[config.mk]
export PLATFORM = sky130hd
export DESIGN_NAME = vlogic_issue_seq
export DESIGN_NICKNAME = d
export VERILOG_FILES = /design/src/rtl/vlogic_issue_seq.sv
export SDC_FILE = /design/constraint.sdc
export NUM_CORES = 1
export LEC_CHECK = 0
export ABC_CLOCK_PERIOD_IN_PS = 25800
export CAP_MARGIN = 25
export CORE_MARGIN = 10
export CORE_UTILIZATION = 45
export CTS_BUF_LIST = sky130_fd_sc_hd__clkbuf_16
export CTS_CLUSTER_DIAMETER = 30
export DETAILED_ROUTE_END_ITERATION = 12
export PLACE_DENSITY = 0.92
export RECOVER_POWER = 25
export SLEW_MARGIN = 10
export SYNTH_ARGS = -nofsm -noshare
export SYNTH_HDL_FRONTEND = slang
export SYNTH_SLANG_ARGS = --single-unit
[constraint.sdc]
create_clock -name clk -period 25.8 [get_ports clk]
set_input_delay 7.74 -clock clk [delete_from_list [all_inputs] [get_ports clk]]
set_output_delay 7.74 -clock clk [all_outputs]
set_load 0.005 [all_outputs]
[src/rtl/vlogic_issue_seq.sv]
// Issue sequencer for the vector logic unit: accepts a command, streams operand beats to the ALU
// with an outstanding-beat limit, drains results, then signals done. Optional: VLOGIC_SEQ_MASK_EN.
module vlogic_issue_seq #(
  parameter int unsigned REQ_DATA_WIDTH  = 64,
  parameter int unsigned REQ_ADDR_WIDTH  = 32,
  parameter int unsigned OPSEL_WIDTH     = 3,
  parameter int unsigned LEN_WIDTH       = 8,
  parameter int unsigned MAX_OUTSTANDING = 8
) (
  input  logic                      clk,
  input  logic                      rst,
  input  logic                      cmd_valid,
  output logic                      cmd_ready,
  input  logic [REQ_ADDR_WIDTH-1:0] cmd_addr,
  input  logic [LEN_WIDTH-1:0]      cmd_len,
  input  logic [OPSEL_WIDTH-1:0]    cmd_opsel,
  input  logic                      cmd_sca,
  input  logic                      cmd_w_reg,
  input  logic                      cmd_mask,
  input  logic                      opnd_valid,
  output logic                      opnd_ready,
  input  logic [REQ_DATA_WIDTH-1:0] opnd_vec0,
  input  logic [REQ_DATA_WIDTH-1:0] opnd_vec1,
  output logic                      alu_valid,
  output logic [REQ_ADDR_WIDTH-1:0] alu_addr,
  output logic [REQ_DATA_WIDTH-1:0] alu_vec0,
  output logic [REQ_DATA_WIDTH-1:0] alu_vec1,
  output logic [OPSEL_WIDTH-1:0]    alu_opsel,
  output logic                      alu_sca,
  output logic                      alu_w_reg,
  output logic                      alu_mask,
  input  logic                      res_valid,
  output logic                      busy,
  output logic                      done,
  output logic                      cmd_err
);

  localparam int unsigned CntW = 4;

`ifdef VLOGIC_SEQ_MASK_EN
  localparam bit MaskEn = 1'b1;
`else
  localparam bit MaskEn = 1'b0;
`endif

  typedef enum logic [1:0] {StIdle, StIssue, StDrain} state_e;

  state_e                    state_q, state_d;
  logic [REQ_ADDR_WIDTH-1:0] addr_q, addr_d;
  logic [LEN_WIDTH-1:0]      len_q, len_d;
  logic [LEN_WIDTH-1:0]      idx_q, idx_d;
  logic [OPSEL_WIDTH-1:0]    opsel_q, opsel_d;
  logic                      sca_q, sca_d, w_reg_q, w_reg_d, mask_q, mask_d;
  logic [CntW-1:0]           cnt_q, cnt_d;
  logic                      done_q, done_d, err_q, err_d;

  logic                      alu_valid_q, alu_valid_d;
  logic [REQ_ADDR_WIDTH-1:0] alu_addr_q, alu_addr_d;
  logic [REQ_DATA_WIDTH-1:0] alu_vec0_q, alu_vec0_d, alu_vec1_q, alu_vec1_d;
  logic [OPSEL_WIDTH-1:0]    alu_opsel_q, alu_opsel_d;
  logic                      alu_sca_q, alu_sca_d, alu_w_reg_q, alu_w_reg_d;
  logic                      alu_mask_q, alu_mask_d;

  logic cmd_fire, opnd_fire, opsel_legal, cnt_inc, cnt_dec;

  assign cmd_ready   = (state_q == StIdle) & ~rst;
  assign opnd_ready  = (state_q == StIssue) & (cnt_q < CntW'(MAX_OUTSTANDING));
  assign cmd_fire    = cmd_valid & cmd_ready;
  assign opnd_fire   = opnd_valid & opnd_ready;
  // Without the mask feature only 001, 010 and 011 are implemented.
  assign opsel_legal = MaskEn | ((cmd_opsel != '0) & ~cmd_opsel[OPSEL_WIDTH-1]);

  // Stray results with nothing outstanding are dropped instead of underflowing.
  assign cnt_inc = opnd_fire;
  assign cnt_dec = res_valid & (cnt_q != '0);

  always_comb begin
    cnt_d = cnt_q;
    if (cnt_inc && !cnt_dec) begin
      cnt_d = cnt_q + CntW'(1);
    end else if (cnt_dec && !cnt_inc) begin
      cnt_d = cnt_q - CntW'(1);
    end
  end

  always_comb begin
    state_d     = state_q;
    addr_d      = addr_q;
    len_d       = len_q;
    idx_d       = idx_q;
    opsel_d     = opsel_q;
    sca_d       = sca_q;
    w_reg_d     = w_reg_q;
    mask_d      = mask_q;
    done_d      = 1'b0;
    err_d       = 1'b0;
    alu_valid_d = 1'b0;
    alu_addr_d  = '0;
    alu_vec0_d  = '0;
    alu_vec1_d  = '0;
    alu_opsel_d = '0;
    alu_sca_d   = 1'b0;
    alu_w_reg_d = 1'b0;
    alu_mask_d  = 1'b0;
    unique case (state_q)
      StIdle: begin
        if (cmd_fire) begin
          if (!opsel_legal) begin
            err_d = 1'b1;
          end else begin
            addr_d  = cmd_addr;
            len_d   = cmd_len;
            idx_d   = '0;
            opsel_d = cmd_opsel;
            sca_d   = cmd_sca;
            w_reg_d = cmd_w_reg;
            mask_d  = cmd_mask & MaskEn;
            if (cmd_len == '0) begin
              done_d = 1'b1;
            end else begin
              state_d = StIssue;
            end
          end
        end
      end
      StIssue: begin
        if (opnd_fire) begin
          alu_valid_d = 1'b1;
          alu_addr_d  = addr_q + REQ_ADDR_WIDTH'(idx_q);
          alu_vec0_d  = opnd_vec0;
          alu_vec1_d  = opnd_vec1;
          alu_opsel_d = opsel_q;
          alu_sca_d   = sca_q;
          alu_w_reg_d = w_reg_q;
          alu_mask_d  = mask_q;
          idx_d       = idx_q + LEN_WIDTH'(1);
          if (idx_q == len_q - LEN_WIDTH'(1)) begin
            state_d = StDrain;
          end
        end
      end
      StDrain: begin
        if (cnt_d == '0) begin
          done_d  = 1'b1;
          state_d = StIdle;
        end
      end
      default: state_d = StIdle;
    endcase
  end

  always_ff @(posedge clk or posedge rst) begin
    if (rst) begin
      state_q     <= StIdle;
      addr_q      <= '0;
      len_q       <= '0;
      idx_q       <= '0;
      opsel_q     <= '0;
      sca_q       <= 1'b0;
      w_reg_q     <= 1'b0;
      mask_q      <= 1'b0;
      cnt_q       <= '0;
      done_q      <= 1'b0;
      err_q       <= 1'b0;
      alu_valid_q <= 1'b0;
      alu_addr_q  <= '0;
      alu_vec0_q  <= '0;
      alu_vec1_q  <= '0;
      alu_opsel_q <= '0;
      alu_sca_q   <= 1'b0;
      alu_w_reg_q <= 1'b0;
      alu_mask_q  <= 1'b0;
    end else begin
      state_q     <= state_d;
      addr_q      <= addr_d;
      len_q       <= len_d;
      idx_q       <= idx_d;
      opsel_q     <= opsel_d;
      sca_q       <= sca_d;
      w_reg_q     <= w_reg_d;
      mask_q      <= mask_d;
      cnt_q       <= cnt_d;
      done_q      <= done_d;
      err_q       <= err_d;
      alu_valid_q <= alu_valid_d;
      alu_addr_q  <= alu_addr_d;
      alu_vec0_q  <= alu_vec0_d;
      alu_vec1_q  <= alu_vec1_d;
      alu_opsel_q <= alu_opsel_d;
      alu_sca_q   <= alu_sca_d;
      alu_w_reg_q <= alu_w_reg_d;
      alu_mask_q  <= alu_mask_d;
    end
  end

  assign alu_valid = alu_valid_q;
  assign alu_addr  = alu_addr_q;
  assign alu_vec0  = alu_vec0_q;
  assign alu_vec1  = alu_vec1_q;
  assign alu_opsel = alu_opsel_q;
  assign alu_sca   = alu_sca_q;
  assign alu_w_reg = alu_w_reg_q;
  assign alu_mask  = alu_mask_q;
  assign busy      = (state_q != StIdle);
  assign done      = done_q;
  assign cmd_err   = err_q;

endmodule
## Yosys cells after proc, flatten, opt, wreduce, memory -nomap -nowiden

Cells that the tools add are included.
Widths: inputs -> output; s select.

- Bits in registers: 227
- Input port bits: 179
- Output and inout bits: 172
- Logic and storage cells: 89

- $add $sub $neg: 5
- Order comparisons: 1
- Equal/unequal tests: 9
- Muxes and demuxes: 35
- Bitwise operators: 8
- Reductions and logical operators: 14

Operator list:

| kind | count |
|---|---|
| $mux 64 | 4 |
| $mux 32 | 2 |
| $add 32x8->32 | 1 |
| $mux 8 | 3 |
| $pmux 8 s2 | 1 |
| $mux 1 | 13 |
| $mux 2 | 6 |
| $ne 2x2->1 const B | 5 |
| $add 8x1->8 const B | 1 |
| $eq 8x8->1 | 1 |
| $logic_not 8->1 | 1 |
| $mux 4 | 2 |
| $sub 8x1->8 const B | 1 |
| $and 1x1->1 | 6 |
| $mux 3 | 2 |
| $pmux 2 s3 | 1 |
| $reduce_and 6->1 | 1 |
| $add 4x1->4 const B | 1 |
| $logic_not 4->1 | 1 |
| $lt 4x4->1 const B | 1 |
| $reduce_and 4->1 | 1 |
| $reduce_bool 2->1 | 2 |
| $reduce_bool 4->1 | 1 |
| $sub 4x1->4 const B | 1 |
| 10 further kinds | 13 |

## Depth between registers and ports, before layout

Gate-level depths: netlist of run 1.

- Word-level depth: 10
- Depth in mapped cells: 8
- Gate-level depth less buffers: 8

## Least setup slack after synthesis of run 1

Ideal clock, no wire load.

- Path type: in2out
- Start: input port rst
- End: output port cmd_ready
- Data arrival time: 7.867 ns
- Required time: 18.060 ns
- Path slack: 10.193 ns
- Cell stages on the path: 1
- Buffers on the path: 0
- Cells stage by stage: nor2_1

- Longest elaborated chain between the ends: 2

Ends and longest elaborated chain:

| item | line | source |
|---|---|---|
| start, declared | 11 | `input logic rst,` |
| $not 1->1 | 66 | `assign cmd_ready = (state_q == StIdle) & ~rst;` |
| $and 1x1->1 | 66 |  |
| end, declared | 13 | `output logic cmd_ready,` |

Every way passes these cells.

## Worst setup path after layout of run 1

Ends and elaborated chain as after synthesis.

==> flow_summary.toml, run 1 <==
[hold_path]
min_path_type = "register to register"

[placement]
place_congestion = 0.818
placed_cells = 1308
place_ws_ps = 9060
portBuffers = 348
dpl.hpwl_um = 21100

[clocking]
hold_buffers = 0
clock_latency_ps = 520
cts_root_buf = "clkbuf_16"
cts_setup_buffers = 0
cts_buffer_depth = 3
clkSlewWorstSetupHoldPaths_ps = 40
cts_buffers = 45
htreeDepth = 2
cts_tree = "built"
cts-resized-gates = 0
clkSinkCount = 227

[critical_path]
end_kind = "output port"
critical_path_arrival_ps = 9020
cp_max_fo = 4
path_class = "input pin to output port"
setup.worst_path.start_class = "input pin"
cp_data_required_time_ps = 18060

[outcome]
status = "complete, but fails checks"
violations = "capacitance limit, slew limit"

[power]
p_leak_nw = 6.42
max-vdd-ir-drop_v = 0.0000828
power_density_mw_per_mm2 = 105

[synthesis]
synthAdderAreaFrac = 0.0190
syn-instance-count = 722
synth_cell_type_count = 54
netlist_area_mm2 = 0.00897
synth_area_leader_cell = "dfrtp_1"
synth-seq-area-share = 0.633
ys_warn_count = 0
syn_avg_cell_area_um2 = 12.4
synth_xor_area_frac = 0.0312
synthSimpleGateAreaFrac = 0.180
synth_nets = 914
yosysTopAreaCellShare = 0.633
dominantRegCellSynth = "dfrtp_1"
ys_seq_elements = 227
synth_top_family_by_area = "simple AND/OR/NAND/NOR gates"
synth-edff-count = 0
async_flop_share = 1.00
muxShareOfSynthArea = 0.0554
ys_top_cells_by_area = "dfrtp_1, and2_1, mux2_2, xnor2_1, ha_1"
synth-compound-area-share = 0.0589

[sta]
report.final.slew_viol_count = 173
finalHoldViolCount = 0
whs_ps = 485
setup_tns_ps = 0
period_share = 0.650
timing.final.ws_setup_ps = 9040
worst_pin_slew_ps = 4150
relSlewSlack = -1.78
fin_worst_skew_ps = 18.8
setup_viol = 0
min_period_ps = 16760
rsz0062_at_grt = "false"
fmax_ghz = 0.0596

[drt]
drt-pass1-iter-count = 4
route.detailed.drc = 0
first_iter_violations = 428
wl_per_cell_um = 21.8
ant_nets = 0
vias = 7138
vias_per_cell = 5.12
wirelength_um = 30300

[layout]
nets = 1282
layout_common_cells = "clkdlybuf4s50_1, dfrtp_1, and2_1, clkbuf_16, dlygate4sd3_1"
syn_to_final_growth_pct = 58.8
fin_util = 0.730
n_fill_cell = 1217
drive_above_1_share = 0.108
fin_cells = 1394
final_common_cell = "clkdlybuf4s50_1"

[global_routing]
grt_usage = 0.229
antenna_found_initial = 6
grt_max_degree = 95
grt_pass1_vias = 7895
grt-ovfl-total = 0
grt_pass1_wl_um = 46400

[die]
die_w_um = 161
core_region_area_mm2 = 0.0195
dieArea_mm2 = 0.0260
pin_count = 351
std_cell_rows = 51
die_h_um = 161
start_util = 0.459

[flow_run]
drv_cap = 2
==> per-stage QoR <==
step	instance area [um^2]	power, W
6_report	14200	0.00149
2_1_floorplan	8970	0.000709
3_3_place_gp	12700	0.000895
3_5_place_dp	12700	0.000915
4_1_cts	14300	0.00151
5_1_grt	14200	0.00157
==> routing by layer <==
| layer | track usage | wire length, um | vias up |
|---|---|---|---|
| met5 | 0 | 13 | - |
| met4 | 0.0939 | 885 | 2 |
| met3 | 0.0849 | 2720 | 50 |
| met2 | 0.412 | 16400 | 311 |
| met1 | 0.234 | 10300 | 3574 |
| li1 | - | - | 3201 |
==> final timing paths <==
kind / endpoint / startpoint / depth (start not counted) / slack (ps)
max: cmd_ready / rst / 3 / 9040
min: alu_opsel[0] / opsel_q[0] / 1 / 480
max reg2reg: done / state_q[1] / 8 / 20890
min reg2reg: alu_opsel[0] / opsel_q[0] / 1 / 480
max in group asynchronous: idx_q[5] / rst / 3 / 14540
min in group asynchronous: alu_vec1[10] / rst / 2 / 9050
==> cell type report <==
| type | count | area, um^2 | area share |
|---|---|---|---|
| Antenna cell | 5 | 12.5 | 0.000878 |
| Clock buffer | 47 | 1180 | 0.0825 |
| Sequential cell | 227 | 5680 | 0.399 |
| Timing Repair Buffer | 353 | 3520 | 0.247 |
| Multi-Input combinational cell | 443 | 3090 | 0.217 |
| Inverter | 20 | 77.6 | 0.00544 |
| Tap cell | 265 | 332 | 0.0233 |
| Clock inverter | 34 | 362 | 0.0254 |
==> report_power, final <==
group          internal [W]  leakage (nW)  switching (W)  total (W)
combinational      0.000213          2.67       0.000182   0.000395
clock              0.000398         0.758       0.000185   0.000583
sequential         0.000450          2.99      0.0000662   0.000516
total               0.00106          6.42       0.000434    0.00149
==> cells by family after synthesis <==
kind of cell | Yosys count
AOI/OAI and AO/OA | 72
xor gates and xnor gates | 32
adders and majority gates | 13
buffers and inverters | 52
DFF | 227
muxes | 45
other | 1
and+or+nand+nor | 280
==> worst max-delay path, cell delays in order <==
cell             delay (ps)
dlygate4sd3_1           610
nor2_1                  150
clkdlybuf4s50_1         530
==> synth_stat cells, types with 2 or more instances <==
master     instances
o21bai_1           2
o2111ai_1          3
mux2_2            37
o21ai_0           21
a211oi_1           3
nor3_1             8
or3_1              5
nor2_1            25
nand3_1           16
or4_1              7
and4_1             6
and3_1             6
dfrtp_1          227
clkbuf_1          29
xnor2_1           22
nor4_1             8
nand2_1           34
mux2i_1            8
nand2b_1           7
ha_1              12
a311oi_1           2
o31ai_1            2
o21a_1             2
and2_1           139
nor2b_1            2
buf_1              2
a21o_1             2
inv_1             20
xor2_1            10
o211ai_1           9
nor3b_1            4
a21oi_1           11
nand4_1           10
No activity file was read; power rests on OpenSTA's default activity.
==> run 2: changes to the inputs <==
--- a/config.mk
+++ b/config.mk
@@ -5,14 +5,14 @@
 export SDC_FILE = /design/constraint.sdc
 export NUM_CORES = 1
 export LEC_CHECK = 0
-export ABC_CLOCK_PERIOD_IN_PS = 25800
+export ABC_CLOCK_PERIOD_IN_PS = 13800
 export CAP_MARGIN = 25
 export CORE_MARGIN = 10
-export CORE_UTILIZATION = 45
+export CORE_UTILIZATION = 40
 export CTS_BUF_LIST = sky130_fd_sc_hd__clkbuf_16
 export CTS_CLUSTER_DIAMETER = 30
 export DETAILED_ROUTE_END_ITERATION = 12
-export PLACE_DENSITY = 0.92
+export PLACE_DENSITY = 0.87
 export RECOVER_POWER = 25
 export SLEW_MARGIN = 10
 export SYNTH_ARGS = -nofsm -noshare
==> constraint.sdc (replaced) <==
create_clock -name clk -period 13.8 [get_ports clk]
set_input_delay 4.14 -clock clk [delete_from_list [all_inputs] [get_ports clk]]
set_output_delay 4.14 -clock clk [all_outputs]
set_load 0.005 [all_outputs]
==> flow_summary.toml, run 2 (same netlist as run 1, synthesis figures left out) <==
[placement]
place_area_mm2 = 0.0127
place_congestion = 0.861
dpl.hpwl_um = 21000
portBuffers = 348

[power]
max-vdd-ir-drop_v = 0.000123
internal-power_w = 0.00209
pwr-share-comb = 0.254
p_leak_nw = 6.40
seqPwrFrac = 0.331
p_sw_frac = 0.284
power_density_mw_per_mm2 = 201
p_clk_frac = 0.415
p_sw_w = 0.000827

[die]
dieArea_mm2 = 0.0288
die_w_um = 170
die_h_um = 170
pin_count = 351
std_cell_rows = 54
core_region_area_mm2 = 0.0220
start_util = 0.409

[clocking]
cts_buffers = 50
cts-resized-gates = 0
cts_setup_buffers = 0
htreeDepth = 2
hold_buffers = 0
cts_tree = "built"
cts_buffer_depth = 3
clock_latency_ps = 540
cts_root_buf = "clkbuf_16"
clkSlewWorstSetupHoldPaths_ps = 50
clkSinkCount = 227

[critical_path]
cpPeakStageDelay_ps = 590
cp_max_fo = 4
setup.worst_path.start_class = "input pin"
cp_cell_sequence = "dlygate4sd3_1 -> nor2_1 -> clkdlybuf4s50_1"
cp_slowest_cell = "dlygate4sd3_1"
end_kind = "output port"
critical_path_arrival_ps = 5390
cp_data_required_time_ps = 9660
path_class = "input pin to output port"

[layout]
n_fill_cell = 1539
nets = 1288
layout_common_cells = "clkdlybuf4s50_1, dfrtp_1, and2_1, clkbuf_16, mux2_2"
syn_to_final_growth_pct = 61.6
drive_above_1_share = 0.114
fin_area_mm2 = 0.0145
final_common_cell = "clkdlybuf4s50_1"

[flow_run]
drv_cap = 1

[drt]
drt-pass1-iter-count = 6
route.detailed.drc = 0
first_iter_violations = 374
ant_nets = 0
vias_per_cell = 4.90
wirelength_um = 29500
wl_per_cell_um = 20.8
vias = 6964

[sta]
rsz0062_at_grt = "false"
setup_viol = 0
period_share = 0.691
report.final.slew_viol_count = 102
relSlewSlack = -1.93
finalHoldViolCount = 0
worst_pin_slew_ps = 4370
setup_tns_ps = 0
fmax_ghz = 0.105
fin_worst_skew_ps = 27.8
min_period_ps = 9530

[global_routing]
grt_pass1_vias = 7690
antenna_found_initial = 6
grt_usage = 0.201
grt_max_degree = 131
grt-ovfl-total = 0
grt_pass1_wl_um = 44700

[outcome]
violations = "capacitance limit, slew limit"
status = "complete, but fails checks"

[hold_path]
min_path_type = "register to register"
[run 2: cell types whose count changed in the layout (fill, tap and decap cells not counted), sizes merged]
cell	delta
bufinv	+1
clkbuf	+7
clkdlybuf4s50	+40
clkinv	+2
dlygate4sd3	-40
inv	+2
[run 2: worst paths after layout]
check                                 from         end  slack (ps)  depth (start not counted)
worst max-delay path                   rst   cmd_ready        4270                          3
worst min-delay path               w_reg_q   alu_w_reg         470                          1
worst max register to register  state_q[1]        done       10660                          7
worst min register to register     w_reg_q   alu_w_reg         470                          1
max in group asynchronous              rst  addr_q[31]        6130                          3
min in group asynchronous              rst     cmd_err        5470                          2
[run 2: area by class of cell]
type | instances | area [um^2] | area share
inverters | 20 | 77.6 | 0.00535
repair buffers | 354 | 3540 | 0.244
diodes | 5 | 12.5 | 0.000863
multi-input cells | 443 | 3090 | 0.213
flip-flops and latches | 227 | 5680 | 0.392
well taps | 280 | 350 | 0.0242
clock inverters | 39 | 417 | 0.0287
clock buffers | 53 | 1330 | 0.0915
[run 2: routing by layer]
layer	vias up	track usage	share of wire
met4	0	0.0736	0.020
met2	266	0.350	0.52
li1	3219	-	-
met5	-	0	0
met1	3434	0.200	0.34
met3	45	0.109	0.12
[run 2: stage by stage]
| step | util | worst slack [ps] | instances | hold WS (ps) | total power (W) |
|---|---|---|---|---|---|
| final | 0.660 | 4270 | 1421 | 467 | 0.00292 |
| after floorplan | - | 3440 | 722 | 445 | 0.00133 |
| after global routing | 0.660 | 4220 | 1421 | 500 | 0.00307 |
| after detailed placement | 0.580 | 4280 | 1323 | 468 | 0.00171 |
| after CTS | 0.659 | 4270 | 1415 | 475 | 0.00294 |
| after global placement | 0.580 | 4280 | 1323 | 457 | 0.00168 |
[run 2: power by group through the flow]
stage	clock network, W	registers (W)	logic, W
after floorplan	0	0.000949	0.000376
after detailed placement	0	0.000969	0.000737
final	0.00121	0.000964	0.000742
after global placement	0	0.000960	0.000717
after global routing	0.00126	0.000987	0.000814
after CTS	0.00123	0.000963	0.000748
[run 2: worst max-delay path: cells and delay by family]
kind	cells	cell delay [ps]
buf+inv	2	1110
simple gates	1	140
